<file path="config.mk">
export PLATFORM = sky130hd
export DESIGN_NAME = instruction_fetch
export DESIGN_NICKNAME = d
export VERILOG_FILES = /design/src/rtl/cpu_pkg.sv /design/src/rtl/if_id_reg.sv /design/src/rtl/instruction_fetch.sv
export SDC_FILE = /design/constraint.sdc
export NUM_CORES = 1
export LEC_CHECK = 0
export ABC_AREA = 0
export BUFFER_PORTS_ARGS = -buffer_cell sky130_fd_sc_hd__buf_2
export CAP_MARGIN = 20
export CORE_MARGIN = 2
export CORE_UTILIZATION = 40
export DETAILED_ROUTE_END_ITERATION = 8
export PLACE_DENSITY_LB_ADDON = 0.05
export SKIP_LAST_GASP = 1
export SYNTH_ARGS = -nofsm -noshare
export SYNTH_HDL_FRONTEND = slang
export SYNTH_HIERARCHICAL = 1
export SYNTH_SLANG_ARGS = --single-unit
</file>
<file path="constraint.sdc">
create_clock -name clk -period 2.1 [get_ports clk]
set_input_delay 0.105 -clock clk [delete_from_list [all_inputs] [get_ports clk]]
set_output_delay 0.105 -clock clk [all_outputs]
set_load 0.02 [all_outputs]
</file>
<file path="src/rtl/cpu_pkg.sv">
// Shared constants and types for the fetch stage and its pipeline register.
package cpu_pkg;

    localparam int          ADDR_W     = 32;
    localparam int          INSTR_W    = 32;
    localparam logic [31:0] RESET_PC   = 32'h0000_0000;
    localparam logic [31:0] NOP_INSTR  = 32'h0000_0000;
    localparam logic [31:0] HALT_INSTR = 32'hFFFF_FFFF;

    // Fetch FSM: RUN fetches sequentially, HALT parks the PC until a redirect.
    typedef enum logic [0:0] {
        RUN  = 1'b0,
        HALT = 1'b1
    } fetch_state_t;

endpackage

</file>
<file path="src/rtl/if_id_reg.sv">
// IF/ID pipeline register: instruction, its PC, PC+4 and a valid flag.
// Flush beats stall, stall beats the halted bubble, otherwise a fresh capture.
module if_id_reg
    import cpu_pkg::*;
#(
    parameter int ADDR_W  = cpu_pkg::ADDR_W,
    parameter int INSTR_W = cpu_pkg::INSTR_W
) (
    input  logic               clk,
    input  logic               rst_n,
    input  logic               flush_i,
    input  logic               stall_i,
    input  logic               halted_i,
    input  logic [INSTR_W-1:0] instr_i,
    input  logic [ADDR_W-1:0]  pc_i,
    input  logic [ADDR_W-1:0]  pc4_i,
    output logic [INSTR_W-1:0] instr_o,
    output logic [ADDR_W-1:0]  pc_o,
    output logic [ADDR_W-1:0]  pc4_o,
    output logic               valid_o
);

    logic [INSTR_W-1:0] instr_q, instr_d;
    logic [ADDR_W-1:0]  pc_q, pc_d;
    logic [ADDR_W-1:0]  pc4_q, pc4_d;
    logic               valid_q, valid_d;

    // Next-state selection with flush > stall > halted > capture priority.
    always_comb begin
        instr_d = instr_q;
        pc_d    = pc_q;
        pc4_d   = pc4_q;
        valid_d = valid_q;
        if (flush_i) begin
            instr_d = INSTR_W'(NOP_INSTR);
            pc_d    = '0;
            pc4_d   = '0;
            valid_d = 1'b0;
        end else if (stall_i) begin
            valid_d = valid_q;
        end else if (halted_i) begin
            // Halted: keep the last fields for debug visibility, but mark them stale.
            valid_d = 1'b0;
        end else begin
            instr_d = instr_i;
            pc_d    = pc_i;
            pc4_d   = pc4_i;
            valid_d = 1'b1;
        end
    end

    // Register update with synchronous active-low reset.
    always_ff @(posedge clk) begin
        if (!rst_n) begin
            instr_q <= '0;
            pc_q    <= '0;
            pc4_q   <= '0;
            valid_q <= 1'b0;
        end else begin
            instr_q <= instr_d;
            pc_q    <= pc_d;
            pc4_q   <= pc4_d;
            valid_q <= valid_d;
        end
    end

    assign instr_o = instr_q;
    assign pc_o    = pc_q;
    assign pc4_o   = pc4_q;
    assign valid_o = valid_q;

endmodule

</file>
<file path="src/rtl/instruction_fetch.sv">
// Fetch stage: owns the PC, addresses the combinational instruction memory and
// feeds the IF/ID register. Handles stall, flush, branch redirect and HALT.
module instruction_fetch
    import cpu_pkg::*;
#(
    parameter int                  ADDR_W     = cpu_pkg::ADDR_W,
    parameter int                  INSTR_W    = cpu_pkg::INSTR_W,
    parameter logic [ADDR_W-1:0]   RESET_PC   = ADDR_W'(cpu_pkg::RESET_PC),
    parameter logic [INSTR_W-1:0]  HALT_INSTR = INSTR_W'(cpu_pkg::HALT_INSTR)
) (
    input  logic               clk,
    input  logic               rst_n,
    input  logic               stall_i,
    input  logic               flush_i,
    input  logic               branch_taken_i,
    input  logic [ADDR_W-1:0]  branch_target_i,
    output logic [ADDR_W-1:0]  imem_addr_o,
    input  logic [INSTR_W-1:0] imem_instr_i,
    output logic [INSTR_W-1:0] if_id_instr_o,
    output logic [ADDR_W-1:0]  if_id_pc_o,
    output logic [ADDR_W-1:0]  if_id_pc4_o,
    output logic               if_id_valid_o,
    output logic               halted_o,
    output logic               misalign_o,
    output logic [31:0]        fetch_count_o
);

    fetch_state_t      state_q, state_d;
    logic [ADDR_W-1:0] pc_q, pc_d;
    logic              misalign_q, misalign_d;
    logic [31:0]       count_q, count_d;

    logic              running;
    logic              capture;
    logic              halt_seen;
    logic [ADDR_W-1:0] pc_plus4;
    logic [ADDR_W-1:0] target_aligned;

    assign running        = (state_q == RUN);
    // A real instruction enters IF/ID only when running, not stalled and not flushed.
    assign capture        = running && !stall_i && !flush_i;
    assign halt_seen      = capture && (imem_instr_i == HALT_INSTR);
    assign pc_plus4       = pc_q + ADDR_W'(4);
    // Low address bits are dropped; a misaligned target is only flagged, not trapped.
    assign target_aligned = {branch_target_i[ADDR_W-1:2], 2'b00};

    // PC selection: redirect > halt hold > stall hold > sequential.
    always_comb begin
        pc_d = pc_plus4;
        if (branch_taken_i) begin
            pc_d = target_aligned;
        end else if (!running || halt_seen || stall_i) begin
            pc_d = pc_q;
        end
    end

    // FSM, sticky misalign flag and capture counter next-state.
    always_comb begin
        state_d = state_q;
        case (state_q)
            RUN:     if (halt_seen) state_d = HALT;
            HALT:    if (branch_taken_i) state_d = RUN;
            default: state_d = RUN;
        endcase
        misalign_d = misalign_q | (branch_taken_i && (branch_target_i[1:0] != 2'b00));
        count_d    = capture ? count_q + 32'd1 : count_q;
    end

    // State registers with synchronous active-low reset.
    always_ff @(posedge clk) begin
        if (!rst_n) begin
            state_q    <= RUN;
            pc_q       <= RESET_PC;
            misalign_q <= 1'b0;
            count_q    <= '0;
        end else begin
            state_q    <= state_d;
            pc_q       <= pc_d;
            misalign_q <= misalign_d;
            count_q    <= count_d;
        end
    end

    if_id_reg #(
        .ADDR_W  (ADDR_W),
        .INSTR_W (INSTR_W)
    ) u_if_id (
        .clk      (clk),
        .rst_n    (rst_n),
        .flush_i  (flush_i),
        .stall_i  (stall_i),
        .halted_i (!running),
        .instr_i  (imem_instr_i),
        .pc_i     (pc_q),
        .pc4_i    (pc_plus4),
        .instr_o  (if_id_instr_o),
        .pc_o     (if_id_pc_o),
        .pc4_o    (if_id_pc4_o),
        .valid_o  (if_id_valid_o)
    );

    assign imem_addr_o   = pc_q;
    assign halted_o      = (state_q == HALT);
    assign misalign_o    = misalign_q;
    assign fetch_count_o = count_q;

endmodule

</file>
Word level (Yosys, flattened, before mapping). Cells that the tools add are included.

Bits in registers: 163. Latch bits: 0. Bits in writable memories: 0. Bits in read-only memories: 0. Input bits: 69. Output and inout port bits: 163. Logic and storage cells: 35. Memories kept: 0.

Add/sub/neg operators: 2. $mul: 0. Divide/modulo/power cells: 0. Order comparisons: 0. Equality and inequality tests: 2. Shift-type cells: 0. Multiplexer cells: 6. Bitwise logic cells: 4. Reductions and logical operators: 12.

Operator list (count): 32-bit 2-to-1 mux (2); 32-bit by 1-bit adder with 32-bit output (second input constant) (1); 32-bit by 3-bit adder with 32-bit output (second input constant) (1); 32-bit equality test (second input constant) (1); 1-bit logical AND (4); 2-bit OR reduction (2); 1-bit 2-to-1 mux (3); 1-bit inverter (3); 1-bit logical NOT (2); 1-bit logical OR (2); 2-bit != test (second input constant) (1); 1-bit case mux with 2 select lines (1); 2-bit AND reduction (1); 2-bit nonzero test (1); 1-bit bitwise OR (1).

Depth between registers and ports, before layout. Gate-level depths: netlist of run 1.

Depth after elaboration: 8. Mapped depth: 8. Gate-level depth less buffers: 8.

Modules after synthesis. Netlist of run 1, hierarchy kept.

By module, submodules not included: if_id_reg (times used 1, cells an instance 442, area each 4070.2 sq um, seq. area each 1941.9 sq um); instruction_fetch (times used 1, cells an instance 458, area each 3633.5 sq um, seq. area each 1281.2 sq um).

Least setup slack after synthesis of run 1. Ideal clock, no wire load.

Path type: flip-flop to flip-flop. Start: register pc_q[2], in the netlist imem_addr_o[2]. End: register u_if_id.pc4_q[22], in the netlist u_if_id/pc4_o[22]. Library setup time: 0.070 ns. Arrival: 2.306 ns. Required time: 2.030 ns. Setup slack: -0.276 ns. Cell stages (with the launch flop): 9. Buffers on the path: 0. Period minus slack after synthesis: 2.376 ns. Path through: dfxtp_1 > ha_1 > nand3_1 > nor3_1 > nand4_1 > nor2_1 > xor2_1 > or3b_1 > a21oi_1.

Cells in the longest elaborated chain, start to end: 1.

Ends and longest elaborated chain: start, declared (line instruction_fetch.sv:29) `logic [ADDR_W-1:0] pc_q, pc_d;`; start signal, assigned (line instruction_fetch.sv:78) `pc_q <= pc_d;`; 32-bit by 3-bit adder with 32-bit output (line instruction_fetch.sv:43) `assign pc_plus4 = pc_q + ADDR_W'(4);`; named net pc_plus4[22] (line instruction_fetch.sv:36) `logic [ADDR_W-1:0] pc_plus4;`; end signal, assigned (line if_id_reg.sv:62) `pc4_q <= pc4_d;`; end, declared (line if_id_reg.sv:25) `logic [ADDR_W-1:0] pc4_q, pc4_d;`.

The timed path passes the listed nets, and every way through them passes these cells. A chain may end at the register's enable or synchronous reset.

Worst setup path after layout of run 1.
Start: register count_q[14], in the netlist fetch_count_o[14]. End: register count_q[31], in the netlist fetch_count_o[31].

Cells in the longest elaborated chain, start to end: 1.

Ends and longest elaborated chain: start, declared (line instruction_fetch.sv:31) `logic [31:0] count_q, count_d;`; start signal, assigned (line instruction_fetch.sv:80) `count_q <= count_d;`; 32-bit by 1-bit adder with 32-bit output (line instruction_fetch.sv:66) `count_d = capture ? count_q + 32'd1 : count_q;`.

No other way between the ends.

==> results.json, run 1 <==
{
  "vias": 7516,
  "core_area_um2": 18830,
  "grt_max_degree": 196,
  "critPathCaptureType": "register",
  "worstSetupStartpoint": "fetch_count_o[14]$_SDFFE_PN0P_",
  "io_pins": 232,
  "drc_errors": 0,
  "fmax_mhz": 494.6,
  "timing.slew.headroom": 0.5332,
  "yosys_warnings": 6,
  "clock_skew_ns": 0.01121,
  "period_share": 0.9629,
  "grt-ovfl-total": 0,
  "die_x_um": 142.8,
  "startpoint_type": "register",
  "initial_core_util": 0.4091,
  "finalInstanceArea_um2": 10370,
  "grt_util_all_layers": 0.2207,
  "outcome": "completed",
  "avgViaCountPerCell": 5.201,
  "rsz0062_at_grt": "yes",
  "power.density_nw_per_um2": 683.4,
  "dp_slack_ns": 0.007111,
  "final_nets": 1242,
  "min_path_type": "in2reg",
  "synth_area_um2": 7704,
  "numPlacedInstances": 1391,
  "crit_required_ns": 2.40,
  "slowest_delay_ns": 0.51,
  "area_growth_pct": 34.63,
  "clock_tree.root_cell": "clkbuf_16",
  "synth-simple-area-share": 0.2488,
  "reg2reg_from": "fetch_count_o[14]$_SDFFE_PN0P_",
  "yosysUniqueCellTypes": 50,
  "synth_top_family_by_area": "simple AND/OR/NAND/NOR gates",
  "crit_fanout": 9,
  "antenna_found_initial": 1,
  "synthAdderAreaFrac": 0.003248,
  "final_antenna_net_count": 0,
  "netlist.top_cell.by_area": "dfxtp_1",
  "clock-sinks": 161,
  "syn-instance-count": 900,
  "slowest_stage": "or4_4",
  "hpwl_um": 15380,
  "drv_slew": 0,
  "stdcell_count": 1445,
  "synth_seq_cells": 161,
  "r2r-end": "fetch_count_o[31]$_SDFFE_PN0P_",
  "gp_congestion": 0.7925,
  "synth_compound_area_frac": 0.2074,
  "finalHoldViolCount": 0,
  "synth_area_leaders": "dfxtp_1 42%, or3b_1 11%, o21ai_0 8.8%",
  "critical_path_class": "reg2reg",
  "tightestPinTransition_ns": 0.6994,
  "r2r_slack_ns": 0.08,
  "vdd_drop_max_mv": 0.5885,
  "die_area_um2": 20380,
  "cts_tree": "yes",
  "drive_gt1_frac": 0.3201,
  "grt_pass1_wl_um": 36120,
  "clock_path_buffers": 2,
  "synth_xor_area_frac": 0.05798,
  "maxCapViolCount": 0,
  "setup_viol": 0,
  "yosysSeqAreaShare": 0.4184,
  "min_to": "misalign_o$_SDFF_PN0_",
  "synthArstFlopShare": 0,
  "cts_made_buffers": 17,
  "row_count": 50,
  "drt_wl_total_um": 22610,
  "post-route-util": 0.5508,
  "cellLeakagePower_nw": 4.233,
  "fin_crit_ns": 2.022,
  "synth-edff-count": 0,
  "p_total_w": 0.007087,
  "holdPathStages": 3,
  "placed_area_um2": 9534,
  "die_h_um": 142.8,
  "ys.flop_type": "dfxtp_1",
  "hold_start": "branch_target_i[1]",
  "drt-pass1-iter-count": 5,
  "synth.avg_cell_area_um2": 8.560,
  "portBuffers": 229,
  "worst_slack_ns": 0.07800,
  "clk_pin_slew_ns": 0.07,
  "path_cells": "nand4_4 > or4_4 > or4_4 > or3_1 > mux2i_1",
  "clk_latency_ns": 0.42,
  "wl_per_cell_um": 15.64,
  "cp.arrival_ns": 2.33,
  "synth.top_cell.area_share": 0.4184,
  "path_common_cell": "or4_4",
  "first_iter_violations": 421,
  "htree_levels": 4,
  "grt_pass1_vias": 6784,
  "synthMuxAreaShare": 0.002599,
  "rr_worst_depth": 5
}
==> final cells by class <==
| type | count | area (um^2) |
|---|---|---|
| Tap cell | 260 | 325.3 |
| Multi-Input combinational cell | 650 | 4135 |
| Fill cell | 1822 | 8459 |
| Timing Repair Buffer | 324 | 2001 |
| Antenna cell | 1 | 2.502 |
| Sequential cell | 161 | 3268 |
| Clock inverter | 10 | 101.3 |
| Inverter | 17 | 63.81 |
| Clock buffer | 22 | 474.2 |
==> worst max path at each step <==
stage | end | slack [ns] | depth (start not counted)
2_1_floorplan | fetch_count_o[31]$_SDFFE_PN0P_ | -0.04 | 6
3_3_place_gp | fetch_count_o[31]$_SDFFE_PN0P_ | 0.009 | 5
5_1_grt | u_if_id/pc4_o[22]$_SDFFE_PP0P_ | -0.01 | 9
6_report | fetch_count_o[31]$_SDFFE_PN0P_ | 0.08 | 5
4_1_cts | u_if_id/pc4_o[22]$_SDFFE_PP0P_ | 0.01 | 9
3_5_place_dp | fetch_count_o[31]$_SDFFE_PN0P_ | 0.007 | 5
==> synth_stat cells (12+ instances only) <==
cell / count
dfxtp_1: 161
o21ai_0: 136
a21oi_1: 111
or3b_1: 96
clkbuf_1: 47
nor2_1: 38
xnor2_1: 38
nand2_1: 29
nand4_1: 26
a31oi_1: 22
or3_1: 21
inv_1: 16
nand3_1: 16
buf_2: 14
xor2_1: 13
buf_6: 12
==> power by group <==
part	leakage (nW)	switching [W]	total (W)	internal [W]
Combinational	2.65	0.000492	0.000851	0.000359
Sequential	1.32	0.0000622	0.00321	0.00314
Clock	0.262	0.00129	0.00303	0.00174
Total	4.23	0.00185	0.00709	0.00524
==> timing repair <==
| action | in CTS | in global routing |
|---|---|---|
| pin swaps | 0 | 3 |
| hold buffers | 19 | 0 |
| gates resized for setup | 1 | 11 |
| setup endpoints to repair | 1 | 15 |
| hold endpoints to repair | 19 | 0 |
| buffers inserted | 0 | 2 |
==> routing by layer <==
metal,GRT usage,share of wire,up-vias
met2,0.3370,0.45,170
met1,0.3172,0.49,3476
met4,0.06410,0.016,0
met3,0.04125,0.048,20
met5,0,0,-
li1,-,-,3850
==> cell usage in the layout (no fill, tap or decap), types with 18 or more instances in the layout <==
cell type,count
buf_2,228
dfxtp_2,18
or3b_1,96
dfxtp_1,137
a31oi_1,22
nor2_1,34
nand4_1,26
nand2_1,29
or3_1,21
dlygate4sd3_1,19
xnor2_1,38
buf_4,69
o21ai_0,136
a21oi_1,110
==> logic make-up (layout without fill, tap and decap cells) <==
logic type,Yosys count,after routing
AO/OA/AOI/OAI,299,299
XOR/XNOR,51,51
adder cells (fa/ha/maj),2,2
buffers and inverters,94,373
flip-flops,161,161
multiplexers,2,2
other,1,7
AND/OR/NAND/NOR,290,290
==> sequential cells by signal, summed over array words and instances, names as in the netlist <==
register	flops
u_if_id/pc4_o	32
fetch_count_o	32
u_if_id/instr_o	32
halted_o	1
imem_addr_o	30
misalign_o	1
u_if_id/valid_o	1
u_if_id/pc_o	32
==> stage by stage <==
step / hold WS [ns] / setup TNS [ns]
after CTS: 0.001224 / 0
after floorplan: 0.2671 / -0.04613
final: 0.01170 / 0
after global routing: 0.02101 / -0.01566
after detailed placement: 0.3796 / 0
after global placement: 0.3819 / 0
==> critical path, delay by kind of cell, from the launching register on <==
| kind | cells | cell delay (ns) |
|---|---|---|
| and+or+nand+nor | 4 | 1.43 |
| DFF | 1 | 0.36 |
| muxes | 1 | 0.13 |
No activity file was read; power rests on OpenSTA's default activity.
==> run 2: changes to the inputs <==
clock period = 1.7 ns   (was 2.1 ns; I/O delays follow)
==> run 2 against run 1 <==
  * The run now ends with setup timing left
  * Sequential cell count unchanged
  * Global-route usage is 1.3 points higher
  * Utilization is 7.6 points higher
  * Design area up 14%
  * Hold slack improved by 0.0018 ns
  * Via count rose by 7.9%
  * Critical endpoint unchanged
  * Sequential power up 23%
  * Fmax down 3.1%
  * Critical path type unchanged
  * Clock power rose by 29%
  * Combinational power increased by 43%
  * Critical path depth is the same
==> results.json, run 2 (synthesized netlist as in run 1, its figures left out) <==
{
  "initial_core_util": 0.4091,
  "cts_tree": "yes",
  "area_growth_pct": 53.31,
  "drc_errors": 0,
  "worst_slack_ns": -0.3873,
  "fmax_mhz": 479.1,
  "dp_slack_ns": -0.4194,
  "core_area_um2": 18830,
  "gp_congestion": 0.8585,
  "first_iter_violations": 379,
  "fin_crit_ns": 2.087,
  "clock_path_buffers": 2,
  "drt_wl_total_um": 24920,
  "crit_fanout": 6,
  "power_switching_w": 0.002392,
  "layout_commonest_cell": "buf_2",
  "min_path_type": "in2reg",
  "die_x_um": 142.8,
  "placed_area_um2": 10080,
  "finalHoldViolCount": 0,
  "hold_start": "branch_target_i[9]",
  "setup_viol": 51,
  "antenna_found_initial": 1,
  "grt-ovfl-total": 0,
  "row_count": 50,
  "cellLeakagePower_nw": 5.084,
  "seqPwrFrac": 0.435,
  "io_pins": 232,
  "portBuffers": 229,
  "clock_tree.root_cell": "clkbuf_16",
  "clk_latency_ns": 0.43,
  "rsz0062_at_grt": "yes",
  "final_cell_mix": "228 x buf_2, 133 x buf_4, 127 x o21ai_0, 124 x dfxtp_1, 101 x a21oi_1",
  "timing.slew.headroom": 0.5660,
  "p_int_w": 0.006683,
  "period_share": 1.228,
  "finalInstanceArea_um2": 11810,
  "die_area_um2": 20380,
  "worstSetupStartpoint": "fetch_count_o[14]$_SDFFE_PN0P_",
  "critical_path_class": "reg2reg",
  "seqCellArea_um2": 3307,
  "reg2reg_from": "fetch_count_o[14]$_SDFFE_PN0P_",
  "die_h_um": 142.8,
  "drv_slew": 0,
  "avgViaCountPerCell": 5.245,
  "drt-pass1-iter-count": 5,
  "final_nets": 1344,
  "wl_per_cell_um": 16.12,
  "drive_gt1_frac": 0.4199,
  "critPathCaptureType": "register",
  "cp.arrival_ns": 2.40,
  "vdd_drop_max_mv": 0.6810,
  "outcome": "complete, but fails checks",
  "vias": 8109,
  "comb_power_share": 0.135,
  "grt_pass1_wl_um": 37900,
  "n_antenna_cell": 0,
  "maxCapViolCount": 0,
  "power_frac_clock": 0.430,
  "clk_pin_slew_ns": 0.07,
  "final_antenna_net_count": 0,
  "grt_max_degree": 195,
  "clock-sinks": 161,
  "grt_pass1_vias": 7233,
  "switching_share": 0.2636,
  "multi_input_area_um2": 4602,
  "grt_util_all_layers": 0.2337,
  "n_fill_cell": 1657,
  "clock_skew_ns": 0.01315,
  "tightestPinTransition_ns": 0.6509,
  "power.density_nw_per_um2": 768.4,
  "crit_required_ns": 2.01,
  "violations": "setup timing",
  "htree_levels": 4,
  "hpwl_um": 16370,
  "startpoint_type": "register",
  "cts_made_buffers": 17
}
==> run 2: cell types whose count changed in the layout (fill, tap and decap cells not counted), sizes merged <==
cell	before	now
clkinv	2	7
dlygate4sd3	19	38
inv	18	20
buf	305	387
clkbuf	22	20
diode	1	0
clkinvlp	6	1
bufbuf	0	1
==> run 2: path summary, 6_finish.rpt <==
path,depth (start not counted),endpoint,slack [ns]
max reg2reg,5,fetch_count_o[31]$_SDFFE_PN0P_,-0.39
min,3,imem_addr_o[9]$_SDFFE_PN0P_,0.01
min reg2reg,2,u_if_id/valid_o$_SDFFE_PP0N_,0.46
max,5,fetch_count_o[31]$_SDFFE_PN0P_,-0.39
==> run 2: layout make-up <==
cell class | instances | area share
Clock buffer | 20 | 0.04142
Clock inverter | 12 | 0.009959
Inverter | 17 | 0.005403
Multi-Input combinational cell | 650 | 0.3897
Sequential cell | 161 | 0.2800
Tap cell | 260 | 0.02755
Timing Repair Buffer | 426 | 0.2460
==> run 2: per-stage QoR <==
stage,instances,setup TNS [ns],utilization,hold slack (ns),total power (W)
2_1_floorplan,905,-5.079,-,0.2471,0.004668
3_3_place_gp,1450,-13.21,0.5355,0.3557,0.005125
3_5_place_dp,1450,-14.19,0.5355,0.3724,0.005130
5_1_grt,1546,-13.54,0.6272,0.004901,0.009419
6_report,1546,-8.319,0.6272,0.01355,0.009075
4_1_cts,1533,-8.718,0.6043,0.0003522,0.009130
==> run 2: worst max-delay path, stage by stage, from the launching register on <==
cell and delay [ns]:
dfxtp_4 0.36, nand4_4 0.13, or4_4 0.54, or4_4 0.47
or3_1 0.35, mux2i_1 0.13
==> run 2: what timing repair did <==
action / CTS / global route
resized for setup: 44 / 69
pin swaps: 36 / 49
cloned: 1 / 0
setup buffers: 13 / 13
hold endpoints to repair: 37 / 0
hold buffers: 38 / 0
endpoints found under the setup margin: 54 / 63
==> run 2: power by group through the flow <==
stage	combinational, W	sequential (W)	clock, W
CTS	0.00118	0.00395	0.00400
finish	0.00122	0.00395	0.00391
detailed placement	0.00110	0.00403	0
global route	0.00132	0.00396	0.00414
global placement	0.00109	0.00403	0
floorplan	0.000455	0.00421	0
==> run 2: per-layer routing <==
layer	up-vias	routed length, um	global-route usage
met2	252	11250	0.3664
met5	-	13	0
met3	31	1559	0.05399
met4	2	484	0.08077
li1	4055	-	-
met1	3769	11620	0.3164
